### src/rtl/div_pkg.sv
// Shared types and sizing helpers for the restoring divider.
package div_pkg;

    typedef enum logic [1:0] {
        IDLE = 2'd0,
        RUN  = 2'd1,
        FIX  = 2'd2
    } state_t;

    localparam int DIV_DEF_WIDTH = 8;
    localparam int DIV_CNT_W     = $clog2(DIV_DEF_WIDTH);

    // Bit-index counter width; never narrower than one bit.
    function automatic int cnt_width(input int w);
        return (w <= 2) ? 1 : $clog2(w);
    endfunction

endpackage

### src/rtl/div_step.sv
// One restoring iteration: shift in a dividend bit, subtract the divisor if it fits.
module div_step #(
    parameter int WIDTH = 8
) (
    input  logic [WIDTH-1:0] rem,
    input  logic             bit_in,
    input  logic [WIDTH-1:0] dvs,
    output logic [WIDTH-1:0] rem_next,
    output logic             q_bit
);

    // One extra bit keeps the shifted-out MSB of the partial remainder.
    logic [WIDTH:0] shifted;
    logic [WIDTH:0] diff;

    assign shifted  = {rem, bit_in};
    assign diff     = shifted - {1'b0, dvs};
    assign q_bit    = (shifted >= {1'b0, dvs});
    assign rem_next = WIDTH'(q_bit ? diff : shifted);

endmodule

### src/rtl/div_restoring_param.sv
// Multi-cycle restoring divider: one quotient bit per clock, unsigned or signed (truncating).
module div_restoring_param
    import div_pkg::*;
#(
    parameter int WIDTH     = 8,
    parameter bit SIGNED_EN = 1'b1
) (
    input  logic             clk,
    input  logic             reset,
    input  logic             start,
    input  logic             is_signed,
    input  logic [WIDTH-1:0] a,
    input  logic [WIDTH-1:0] b,
    output logic [WIDTH-1:0] quotient,
    output logic [WIDTH-1:0] remainder,
    output logic             busy,
    output logic             done,
    output logic             div_by_zero
);

    localparam int CW = cnt_width(WIDTH);

    state_t           state;
    logic [CW-1:0]    count;
    logic [WIDTH-1:0] a_q;
    logic [WIDTH-1:0] dvd;
    logic [WIDTH-1:0] dvs;
    logic [WIDTH-1:0] rem;
    logic [WIDTH-1:0] q_acc;
    logic             neg_q;
    logic             neg_r;
    logic             zero_q;

    logic             sgn;
    logic             a_neg;
    logic             b_neg;
    logic [WIDTH-1:0] a_mag;
    logic [WIDTH-1:0] b_mag;
    logic [WIDTH-1:0] step_rem;
    logic             step_q;

    // The most-negative value maps to 2^(WIDTH-1), which still fits unsigned.
    assign sgn   = SIGNED_EN && is_signed;
    assign a_neg = sgn && a[WIDTH-1];
    assign b_neg = sgn && b[WIDTH-1];
    assign a_mag = a_neg ? (~a + WIDTH'(1)) : a;
    assign b_mag = b_neg ? (~b + WIDTH'(1)) : b;

    div_step #(.WIDTH(WIDTH)) u_step (
        .rem      (rem),
        .bit_in   (dvd[count]),
        .dvs      (dvs),
        .rem_next (step_rem),
        .q_bit    (step_q)
    );

    always_ff @(posedge clk or negedge reset) begin
        if (!reset) begin
            state       <= IDLE;
            count       <= '0;
            a_q         <= '0;
            dvd         <= '0;
            dvs         <= '0;
            rem         <= '0;
            q_acc       <= '0;
            neg_q       <= 1'b0;
            neg_r       <= 1'b0;
            zero_q      <= 1'b0;
            quotient    <= '0;
            remainder   <= '0;
            busy        <= 1'b0;
            done        <= 1'b0;
            div_by_zero <= 1'b0;
        end else begin
            done <= 1'b0;
            case (state)
                IDLE: begin
                    if (start) begin
                        a_q    <= a;
                        dvd    <= a_mag;
                        dvs    <= b_mag;
                        neg_q  <= a_neg ^ b_neg;
                        neg_r  <= a_neg;
                        zero_q <= (b == '0);
                        count  <= CW'(WIDTH - 1);
                        rem    <= '0;
                        q_acc  <= '0;
                        busy   <= 1'b1;
                        state  <= (b == '0) ? FIX : RUN;
                    end
                end
                RUN: begin
                    // Quotient bits arrive MSB first, so shifting left lands bit i at q[i].
                    rem   <= step_rem;
                    q_acc <= {q_acc[WIDTH-2:0], step_q};
                    if (count == '0) begin
                        state <= FIX;
                    end else begin
                        count <= count - CW'(1);
                    end
                end
                FIX: begin
                    if (zero_q) begin
                        quotient    <= '1;
                        remainder   <= a_q;
                        div_by_zero <= 1'b1;
                    end else begin
                        quotient    <= neg_q ? (~q_acc + WIDTH'(1)) : q_acc;
                        remainder   <= neg_r ? (~rem + WIDTH'(1)) : rem;
                        div_by_zero <= 1'b0;
                    end
                    done  <= 1'b1;
                    busy  <= 1'b0;
                    state <= IDLE;
                end
                default: begin
                    state <= IDLE;
                    busy  <= 1'b0;
                end
            endcase
        end
    end

endmodule
### config.mk
export PLATFORM = sky130hd
export DESIGN_NAME = div_restoring_param
export DESIGN_NICKNAME = d
export VERILOG_FILES = /design/src/rtl/div_pkg.sv /design/src/rtl/div_step.sv /design/src/rtl/div_restoring_param.sv
export SDC_FILE = /design/constraint.sdc
export NUM_CORES = 1
export LEC_CHECK = 0
export CAP_MARGIN = 10
export CORE_MARGIN = 3
export CORE_UTILIZATION = 50
export CTS_CLUSTER_DIAMETER = 60
export DETAILED_ROUTE_END_ITERATION = 10
export DONT_BUFFER_PORTS = 1
export HOLD_SLACK_MARGIN = 0.06
export MAX_ROUTING_LAYER = met4
export PLACE_DENSITY = 0.64
export SETUP_SLACK_MARGIN = 0.1
export SLEW_MARGIN = 15
export SYNTH_ARGS = -nofsm -noshare
export SYNTH_HDL_FRONTEND = slang
export SYNTH_SLANG_ARGS = --single-unit
### constraint.sdc
create_clock -name clk -period 3.9 [get_ports clk]
set_input_delay 0.78 -clock clk [delete_from_list [all_inputs] [get_ports clk]]
set_output_delay 0.78 -clock clk [all_outputs]
set_load 0.01 [all_outputs]
==> results.md, run 1 <==
- Number of nets with antenna violations after routing: 0
- Element type at the critical path end: flip-flop
- Initial core utilization: a little over half
- Max IR drop VDD: 0.000448 V
- Fill cells: 646
- Number of setup violations in the final report: 0
- CTS-repair resized insts: 0
- Number of antenna violations at the first check in global routing: 0
- Number of different library cells in the post-synthesis netlist: 48
- Worst hold-check slack: around 0.11 ns
- Max clock buf depth: 2
- Hold violation count in the final report: 0
- CP Buf/Inv Count: 1
- Max stage delay cell, worst path: mux4_2
- Die Span Y: roughly 90 um
- Pin count of the biggest net entering global routing: 67
- Clock period minus final worst setup slack: 2.82 ns
- Cell type group with the largest total delay on the critical path: multiplexers
- Most frequent cell after synthesis: nand2_1
- Width of the chip: 91.0 um
- Diode count: 0
- Share of the cycle needed by the critical path after routing: 72.4%
- Endpoint arrival time on the critical path: between 3 and 4 ns
- Aggregate global-route resource usage: between 10% and 20%
- Sequential share of the synthesized area: 45.7%
- Total negative setup slack: 0 ns
- Slowest stage delay, CP: 0.51 ns
- Final Core Density: 56.9%
- Hold-fix buffer count after cts: 0
- Worst-case clock skew: 0.00762 ns
- Leftover overflow at the end of global routing: 0
- Status: finished, final reports clean
- Maximum fanout along the worst path: 4
- First-pass GRT wire length: 12.5 mm
- Total of max-cap violations: 0
- Clock latency at the later pin of the worst-skew pair: 0.36 ns
- Largest cells by area after synthesis: dfrtp_1 (46%), nand2_1 (8.1%), ha_1 (5.2%), o21ai_0 (5.1%), xnor2_1 (4.6%)
- Vias per cell: ~5.4
- Area of the die: slightly above 8000 um^2
- Power per cell area: 890 nW/um^2
- Clock tree from TritonCTS: done
- Number of standard cells after synthesis: about 390
- Register Area: between 1500 and 2000 um^2
- Drt drc: 0
- Fraction of final layout cells with drive strength greater than 1: 6.57%
- Synth Net Count: 427
- Net total in the final layout: 427
- Unrepaired setup endpoints after global routing: no
- Gpl congestion: 0.809
- Core Box Area: 6910 um^2
- Root cell of the clock tree: clkbuf_8
- Routed length per instance: 15.1 um
- Number of sinks on the clock net: 66
- Clock slew at the register clock pins of the worst setup and hold paths: 0.07 ns
- Share of the synthesized area in the top cell type: between 40% and 50%
- Final Max Tran Viols: 0
- Required time at the worst-slack endpoint: approximately 4.2 ns
- Average size of a mapped cell: slightly above 9 um^2
- Biggest area consumer among synthesized cells: dfrtp_1
- Routed wire length: 7.45 mm
- Sum of net half-perimeters after detailed placement: 5.37 mm
- Register bit count reported by yosys: 66
- Count of TritonRoute iterations in the first routing pass: 5
- Primary FF master, synth: dfrtp_1
- TritonCTS Buffers: 9
- Kind of start point of the critical path: flip-flop
- Number of global-route vias before repair: 2593
- Cell Chain, Critical Path: mux4_2 -> mux2i_1 -> ha_1 -> inv_1 -> fa_1 -> a211oi_1 -> o21bai_1 -> a21oi_1 -> xnor2_1 -> a21o_1
- Htree depth: 3
- Yosys synthesis warning count: 0
- Num rows: 30
- Standby leakage power: around 1.8 nW
- Leading cell types by count after synthesis: nand2_1 (78), dfrtp_1 (66), o21ai_0 (37), nor2_1 (24), inv_1 (23)
- Least-Margin Pin Slew: 0.748 ns
- Number of synthesized flops with an enable pin: 0
- Signed area change from the synthesized netlist to the final layout: 8.79%
- Via count: 2660
- FFs w/ async S/R, synth: 100%
- Total standard cell area after synthesis: ~3600 um^2
- Number of primary I/O pins: 39
- Crit Path Category: flip-flop to flip-flop
- Timing-limited maximum frequency: ~0.35 GHz
- Total area of multi-input combinational cells: 1820 um^2
- Rel. slew slack: about half
- First DRT Iteration DRCs: just under 80
- Hold Path Class: input port to async pin
- Port Buffers: 0
- Post-CTS setup repair buffer count: 0
-- power by group --
group	total [mW]	internal (mW)	switching, mW
logic	1.54	0.729	0.811
registers	1.30	0.978	0.322
clock network	0.658	0.395	0.263
total	3.50	2.10	1.40
-- through the flow --
| step | power (mW) | instances | setup WS (ns) | cell area [um^2] |
|---|---|---|---|---|
| CTS | 3.53 | 492 | 1.03 | 3930 |
| detailed placement | 2.87 | 476 | 1.04 | 3700 |
| global placement | 2.83 | 476 | 1.10 | 3700 |
| finish | 3.50 | 492 | 1.08 | 3930 |
| floorplan | 2.52 | 391 | 1.30 | 3610 |
| global route | 3.82 | 492 | 0.823 | 3930 |
-- state kept, by name, indices dropped and copies added, names as in the netlist --
| register | flops |
|---|---|
| a_q | 8 |
| busy | 1 |
| count | 3 |
| div_by_zero | 1 |
| done | 1 |
| dvd | 7 |
| dvs | 8 |
| neg_q | 1 |
| neg_r | 1 |
| q_acc | 8 |
| quotient | 8 |
| rem | 8 |
| remainder | 8 |
| state | 2 |
| zero_q | 1 |
-- layout make-up --
cell class	count	area share, %
clock buffers	12	3.95
clock inverters	4	1.88
inverters	23	2.20
multi-input cells	288	46.3
flip-flops and latches	66	42.0
well taps	96	3.06
repair buffers	3	0.573
-- path summary, 6_finish.rpt --
| check | startpoint | slack (ns) | cells after the start | endpoint |
|---|---|---|---|---|
| max in group asynchronous | reset | 3.66 | 0 | dvs[6] |
| worst min register to register | a_q[6] | 0.47 | 2 | a_q[6] |
| worst max-delay path | count[0] | 1.08 | 10 | rem[6] |
| worst max register to register | count[0] | 1.08 | 10 | rem[6] |
| worst min-delay path | reset | 0.11 | 0 | q_acc[3] |
| min in group clk | a_q[6] | 0.47 | 2 | a_q[6] |
-- layer usage --
layer  vias up  global-route usage, %  part of all wire (%)
met2        47                   30.4                    47
met3        13                   4.72                   4.4
met5         -                      -                     0
met4         0                   9.05                   1.9
met1      1255                   24.6                    46
li1       1345                      -                     -
-- cells in the final DEF (no fill, tap or decap), types with 2 or more instances in the layout --
| cell | instances |
|---|---|
| nand3b_1 | 4 |
| o21ai_1 | 4 |
| o21bai_1 | 2 |
| and2_1 | 2 |
| nand2b_1 | 3 |
| a21oi_1 | 18 |
| nor2_1 | 24 |
| nor2b_1 | 5 |
| o31ai_1 | 5 |
| buf_4 | 3 |
| bufinv_16 | 2 |
| mux2i_1 | 11 |
| a22o_1 | 6 |
| xnor2_1 | 19 |
| dfrtp_1 | 66 |
| xor2_1 | 9 |
| inv_1 | 23 |
| or3_1 | 3 |
| mux4_2 | 2 |
| o21a_1 | 3 |
| a21o_1 | 3 |
| o21ai_0 | 37 |
| nor3_1 | 3 |
| ha_1 | 15 |
| a32o_1 | 3 |
| nand2_1 | 78 |
| nand3_1 | 8 |
| clkbuf_8 | 11 |
-- logic make-up after synthesis --
logic type      Yosys count  synth area share (%)
flops                    66                  45.7
xor+xnor                 28                  6.79
compound gates           93                  16.7
fa+ha+maj                16                  5.75
mux                      13                  4.29
buf+inv                  37                  3.88
simple gates            138                  16.9
No activity file was read; power rests on OpenSTA's default activity.
==> run 2, diff against run 1 <==
==> constraint.sdc (replaced) <==
create_clock -name clk -period 2.8 [get_ports clk]
set_input_delay 0.56 -clock clk [delete_from_list [all_inputs] [get_ports clk]]
set_output_delay 0.56 -clock clk [all_outputs]
set_load 0.01 [all_outputs]
==> results.md, run 2 (same netlist as run 1, synthesis figures left out) <==
- Net total in the final layout: 432 (+1.2%)
- Via count: 2708 (+1.8%)
- Number of nets with antenna violations after routing: 0 (unchanged)
- Leftover overflow at the end of global routing: 0 (unchanged)
- Final Core Density: 57.7% (+0.82 points)
- Fill cells: 650 (+0.62%)
- Clock latency at the later pin of the worst-skew pair: 0.33 ns (-0.03 ns)
- TritonCTS Buffers: 9 (unchanged)
- Element type at the critical path end: flip-flop
- Core Box Area: 6910 um^2 (unchanged)
- Setup slack of the most critical reg-to-reg path: 0.18 ns (-0.89 ns)
- Least-Margin Pin Slew: 0.726 ns (-0.0221 ns)
- Diode count: 0 (unchanged)
- Number of antenna violations at the first check in global routing: 0 (unchanged)
- Die Span Y: 91.0 um (unchanged)
- Signed area change from the synthesized netlist to the final layout: 10.4%
- Number of sinks on the clock net: 66 (unchanged)
- Clock slew at the register clock pins of the worst setup and hold paths: 0.08 ns (about the same)
- Aggregate global-route resource usage: 19.9% (+0.15 points)
- Endpoint arrival time on the critical path: 2.84 ns (-0.23 ns)
- Rel. slew slack: 51.5% (+1.4 points)
- Htree depth: 3 (unchanged)
- Vias per cell: 5.45 (+0.78%)
- Port Buffers: 0 (unchanged)
- Total negative setup slack: 0 ns (unchanged)
- Hold Path Class: input port to async pin
- Count of TritonRoute iterations in the first routing pass: 4 (-1)
- Number of global-route vias before repair: 2660 (+2.6%)
- Gpl congestion: 0.831 (+2.8%)
- Commonest cells after routing, fill and taps aside: nand2_1 (78), dfrtp_1 (65), o21ai_0 (37), nor2_1 (24), inv_1 (23)
- Sum of net half-perimeters after detailed placement: 5.48 mm (+1.9%)
- Max IR drop VDD: 0.000579 V (+29%)
- Number of primary I/O pins: 39 (unchanged)
- Area of the die: 8280 um^2 (unchanged)
- Depth of the most critical reg-to-reg path: 10 (unchanged)
- Timing-limited maximum frequency: 0.382 GHz (+7.8%)
- Worst-case clock skew: 0.00727 ns (-0.000341 ns)
- Standby leakage power: 1.84 nW (+0.33%)
- Fraction of final layout cells with drive strength greater than 1: 9.23% (+2.7 points)
- Worst r2r src: count[0]
- Total of max-cap violations: 0 (unchanged)
- Most frequent standard cell in the layout excluding fill and tap cells: nand2_1
- Kind of start point of the critical path: flip-flop
- Maximum fanout along the worst path: 4 (unchanged)
- Unrepaired setup endpoints after global routing: yes
- Required time at the worst-slack endpoint: 3.02 ns (-1.13 ns)
- Max clock buf depth: 2 (unchanged)
- Width of the chip: 91.0 um (unchanged)
- Clock period minus final worst setup slack: 2.62 ns (-0.205 ns)
- Capture point of the worst reg-to-reg path: rem[6]
- First-pass GRT wire length: 12.9 mm (+3.3%)
- Status: finished, final reports clean
- Clock tree from TritonCTS: done
- Routed wire length: 7.54 mm (+1.2%)
- Crit Path Category: flip-flop to flip-flop
- Drt drc: 0 (unchanged)
- Pin count of the biggest net entering global routing: 67 (unchanged)
- Number of setup violations in the final report: 0 (unchanged)
- Final Max Tran Viols: 0 (unchanged)
- Routed length per instance: 15.2 um (+0.16%)
- First DRT Iteration DRCs: 133 (+68%)
- Num rows: 30 (unchanged)
- Hold violation count in the final report: 0 (unchanged)
- Share of the cycle needed by the critical path after routing: 93.6% (+21 points)
- Root cell of the clock tree: clkbuf_8
- Power per cell area: 1230 nW/um^2 (+38%)
- Initial core utilization: 52.3% (unchanged)
## run 2: changes by cell type in the layout (fill, tap and decap cells not counted), sizes merged
cell	before	now
buf	3	8
bufinv	2	1
clkbuf	12	10
clkinvlp	0	3
## run 2: metal layers
| layer | up-vias | track usage [%] | share of wire, % |
|---|---|---|---|
| li1 | 1346 | - | - |
| met1 | 1303 | 25.7 | 47 |
| met2 | 54 | 30.9 | 48 |
| met3 | 5 | 5.22 | 4.1 |
| met4 | 0 | 5.78 | 0.77 |
| met5 | - | - | 0 |
## run 2: worst max path at each step
stage                     startpoint  endpoint  slack (ns)
after global placement      count[0]    rem[6]        0.06
final                       count[0]    rem[6]        0.18
after global routing        count[0]    rem[6]        0.04
after detailed placement    count[0]    rem[6]        0.02
after floorplan             count[0]    rem[6]        0.20
after CTS                   count[0]    rem[6]        0.11
## run 2: power by group
| group | switching (mW) | internal (mW) | leakage [nW] |
|---|---|---|---|
| combinational | 1.21 | 1.09 | 0.909 |
| clock | 0.367 | 0.435 | 0.0945 |
| sequential | 0.456 | 1.36 | 0.837 |
## run 2: critical path: stages, from the launching register on
cell and delay [ns]:
dfrtp_2 0.40, mux4_2 0.54, mux2i_4 0.19, ha_2 0.19
inv_1 0.05, fa_2 0.36, a211oi_2 0.27, o21bai_1 0.09
a21oi_1 0.16, xnor2_1 0.08, a21o_1 0.17
## run 2: cell type report
cell class / count / area, um^2 / area share [%]
well taps: 96 / 120 / 3.01
repair buffers: 8 / 80.1 / 2.01
flip-flops and latches: 66 / 1650 / 41.4
multi-input cells: 288 / 1840 / 46.3
clock buffers: 10 / 138 / 3.45
clock inverters: 6 / 66.3 / 1.66
inverters: 23 / 86.3 / 2.17
## run 2: what timing repair did
| action | 4_1_cts | 5_1_grt |
|---|---|---|
| pin swaps | 0 | 4 |
| buffers inserted | 0 | 1 |
| gates resized for setup | 2 | 4 |
| hold buffers | 1 | 0 |
| setup endpoints to repair | 1 | 4 |
| endpoints found under the hold margin | 66 | 0 |
## run 2: stage by stage
| step | hold WS (ns) | instances | area (um^2) | setup WS [ns] | power [mW] |
|---|---|---|---|---|---|
| 6_report | 0.0925 | 497 | 3990 | 0.180 | 4.91 |
| 5_1_grt | 0.0932 | 497 | 3990 | 0.0425 | 5.37 |
| 4_1_cts | 0.0956 | 496 | 3970 | 0.105 | 4.90 |
| 3_5_place_dp | 0.267 | 479 | 3720 | 0.0224 | 4.03 |
| 3_3_place_gp | 0.267 | 479 | 3720 | 0.0590 | 3.97 |
| 2_1_floorplan | 0.264 | 391 | 3610 | 0.205 | 3.51 |
==> run 3, diff against run 2 <==
--- a/config.mk
+++ b/config.mk
@@ -5,7 +5,7 @@
 export SDC_FILE = /design/constraint.sdc
 export NUM_CORES = 1
 export LEC_CHECK = 0
-export CAP_MARGIN = 10
+export CAP_MARGIN = 20
 export CORE_MARGIN = 3
 export CORE_UTILIZATION = 50
 export CTS_CLUSTER_DIAMETER = 60
@@ -14,6 +14,7 @@
 export HOLD_SLACK_MARGIN = 0.06
 export MAX_ROUTING_LAYER = met4
 export PLACE_DENSITY = 0.64
+export RECOVER_POWER = 100
 export SETUP_SLACK_MARGIN = 0.1
 export SLEW_MARGIN = 15
 export SYNTH_ARGS = -nofsm -noshare
==> results.md, run 3 (same netlist as run 1, synthesis figures left out) <==
- Cell type group with the largest total delay on the critical path: multiplexers
- Max stage delay cell, worst path: mux4_2
- Standby leakage power: 1.82 nW (-1.4%)
- Number of nets with antenna violations after routing: 0 (unchanged)
- Clock tree from TritonCTS: done
- Timing-limited maximum frequency: 0.385 GHz (+0.86%)
- Number of antenna violations at the first check in global routing: 0 (unchanged)
- Internal cell power: 2.85 mW (-1.1%)
- Die Span Y: 91.0 um (unchanged)
- Worst r2r src: count[0]
- Count of TritonRoute iterations in the first routing pass: 4 (unchanged)
- Commonest cells after routing, fill and taps aside: nand2_1 (78), dfrtp_1 (65), o21ai_0 (39), nor2_1 (24), inv_1 (23)
- Flop pwr share: 37.3% (+0.3 points)
- Worst-case clock skew: 0.00749 ns (+0.000215 ns)
- Combinational share of power: 46.1% (-0.5 points)
- First DRT Iteration DRCs: 103 (-23%)
- Diode count: 0 (unchanged)
- Number of placed instances with taps included: 479 (unchanged)
- Register Area: 1650 um^2 (unchanged)
- Net switching power of the design: 2.02 mW (-0.46%)
- Slowest stage delay, CP: 0.54 ns (about the same)
- Drt drc: 0 (unchanged)
- Pre-CTS setup slack: 0.0224 ns (unchanged)
- Signed area change from the synthesized netlist to the final layout: 8.83%
- Worst setup startpoint: count[0]
- Hold Path Class: input port to flip-flop
- CP Buf/Inv Count: 1 (unchanged)
- Total of max-cap violations: 1 (+1)
- Maximum fanout along the worst path: 4 (unchanged)
- Kind of start point of the critical path: flip-flop
- Required time at the worst-slack endpoint: 3.03 ns (about the same)
- Crit Path Category: flip-flop to flip-flop
- Rel. slew slack: -7.83% (-59 points)
- Clock latency at the later pin of the worst-skew pair: 0.34 ns (about the same)
- Final Max Tran Viols: 67 (+67)
- Hold violation count in the final report: 0 (unchanged)
- Least-Margin Pin Slew: 1.62 ns (+0.891 ns)
- Fill cells: 666 (+2.5%)
- Gpl congestion: 0.831 (unchanged)
- Routed wire length: 7.58 mm (+0.48%)
- Leftover overflow at the end of global routing: 0 (unchanged)
- Min-Delay Startpoint: a[3]
- Root cell of the clock tree: clkbuf_8
- Routed length per instance: 15.2 um (+0.48%)
- Via count: 2681 (-1.0%)
- Num rows: 30 (unchanged)
- Sum of net half-perimeters after detailed placement: 5.48 mm (unchanged)
- Most frequent standard cell in the layout excluding fill and tap cells: nand2_1
- Clock period minus final worst setup slack: 2.60 ns (-0.0223 ns)
- Area of the die: 8280 um^2 (unchanged)
- Share of the cycle needed by the critical path after routing: 92.8% (-0.80 points)
- Final worst-path setup slack: 0.203 ns (+0.0223 ns)
- Unrepaired setup endpoints after global routing: yes
- Sw Share: 41.5% (+0.16 points)
- Endpoint arrival time on the critical path: 2.83 ns (about the same)
- Pin count of the biggest net entering global routing: 67 (unchanged)
- Vias per cell: 5.39 (-1.0%)
- Number of global-route vias before repair: 2660 (unchanged)
- TritonCTS Buffers: 9 (unchanged)
- Total area of multi-input combinational cells: 1830 um^2 (-0.95%)
- Core Box Area: 6910 um^2 (unchanged)
- Aggregate global-route resource usage: 19.9% (unchanged)
- Width of the chip: 91.0 um (unchanged)
- Number of primary I/O pins: 39 (unchanged)
- First-pass GRT wire length: 12.9 mm (unchanged)
- Clock share of power: 16.6% (+0.3 points)
- Max IR drop VDD: 0.000580 V (about the same)
- Number of setup violations in the final report: 0 (unchanged)
- Number of sinks on the clock net: 66 (unchanged)
- Status: finished with violations
- Net total in the final layout: 432 (unchanged)
- Max clock buf depth: 2 (unchanged)
- Total negative setup slack: 0 ns (unchanged)
- Clock slew at the register clock pins of the worst setup and hold paths: 0.07 ns (about the same)
- Non-filler instance count after layout: 497 (unchanged)
- Failing checks: max-capacitance violations, max-slew violations
- Element type at the critical path end: flip-flop
- Htree depth: 3 (unchanged)
- Port Buffers: 0 (unchanged)
- Cell Chain, Critical Path: mux4_2 -> mux2i_4 -> ha_1 -> inv_1 -> fa_2 -> a211oi_2 -> o21bai_1 -> a21oi_1 -> xnor2_1 -> a21o_1
- Power per cell area: 1240 nW/um^2 (+0.54%)
- Initial core utilization: 52.3% (unchanged)
- Fraction of final layout cells with drive strength greater than 1: 7.23% (-2.0 points)
## run 3: power groups by stage
| stage | sequential (mW) | clock, mW | combinational, mW |
|---|---|---|---|
| 2_1_floorplan | 1.68 | 0 | 1.83 |
| 3_3_place_gp | 1.82 | 0 | 2.15 |
| 3_5_place_dp | 1.84 | 0 | 2.19 |
| 4_1_cts | 1.82 | 0.822 | 2.25 |
| 5_1_grt | 1.89 | 0.868 | 2.56 |
| 6_report | 1.82 | 0.807 | 2.25 |
## run 3: final timing paths
path / endpoint / slack [ns] / depth (start not counted)
max in group asynchronous: count[0] / 1.09 / 1
min reg2reg: a_q[6] / 0.48 / 2
min in group asynchronous: q_acc[4] / 0.62 / 1
min: a_q[3] / 0.33 / 2
max: rem[6] / 0.20 / 10
max reg2reg: rem[6] / 0.20 / 10
## run 3: through the flow
| step | hold slack (ns) | total power [mW] | cell area (um^2) | utilization [%] |
|---|---|---|---|---|
| after floorplan | 0.264 | 3.51 | 3610 | - |
| after global placement | 0.267 | 3.97 | 3720 | 53.9 |
| after detailed placement | 0.267 | 4.03 | 3720 | 53.9 |
| after CTS | 0.0956 | 4.90 | 3970 | 57.4 |
| after global routing | 0.327 | 5.32 | 3930 | 56.9 |
| final | 0.332 | 4.87 | 3930 | 56.9 |
## run 3: routing by layer
| layer | global-route usage (%) | up-vias | part of all wire (%) |
|---|---|---|---|
| li1 | - | 1347 | - |
| met1 | 25.7 | 1274 | 46 |
| met2 | 30.9 | 55 | 48 |
| met3 | 5.22 | 5 | 4.9 |
| met4 | 5.78 | 0 | 0.75 |
| met5 | - | - | 0 |
## run 3: timing repair
action	in CTS	in global routing
hold buffers	1	0
cloned	0	0
buffers inserted	0	1
setup endpoints to repair	1	4
gates resized for setup	2	4
pin swaps	0	4
endpoints found under the hold margin	66	0
## run 3: final cells by class
cell class              instances  share of cell area, %
inverters                      23                   2.20
clock inverters                 6                   1.69
well taps                      96                   3.05
flip-flops and latches         66                   42.0
clock buffers                  10                   3.50
multi-input cells             288                   46.5
repair buffers                  8                   1.08
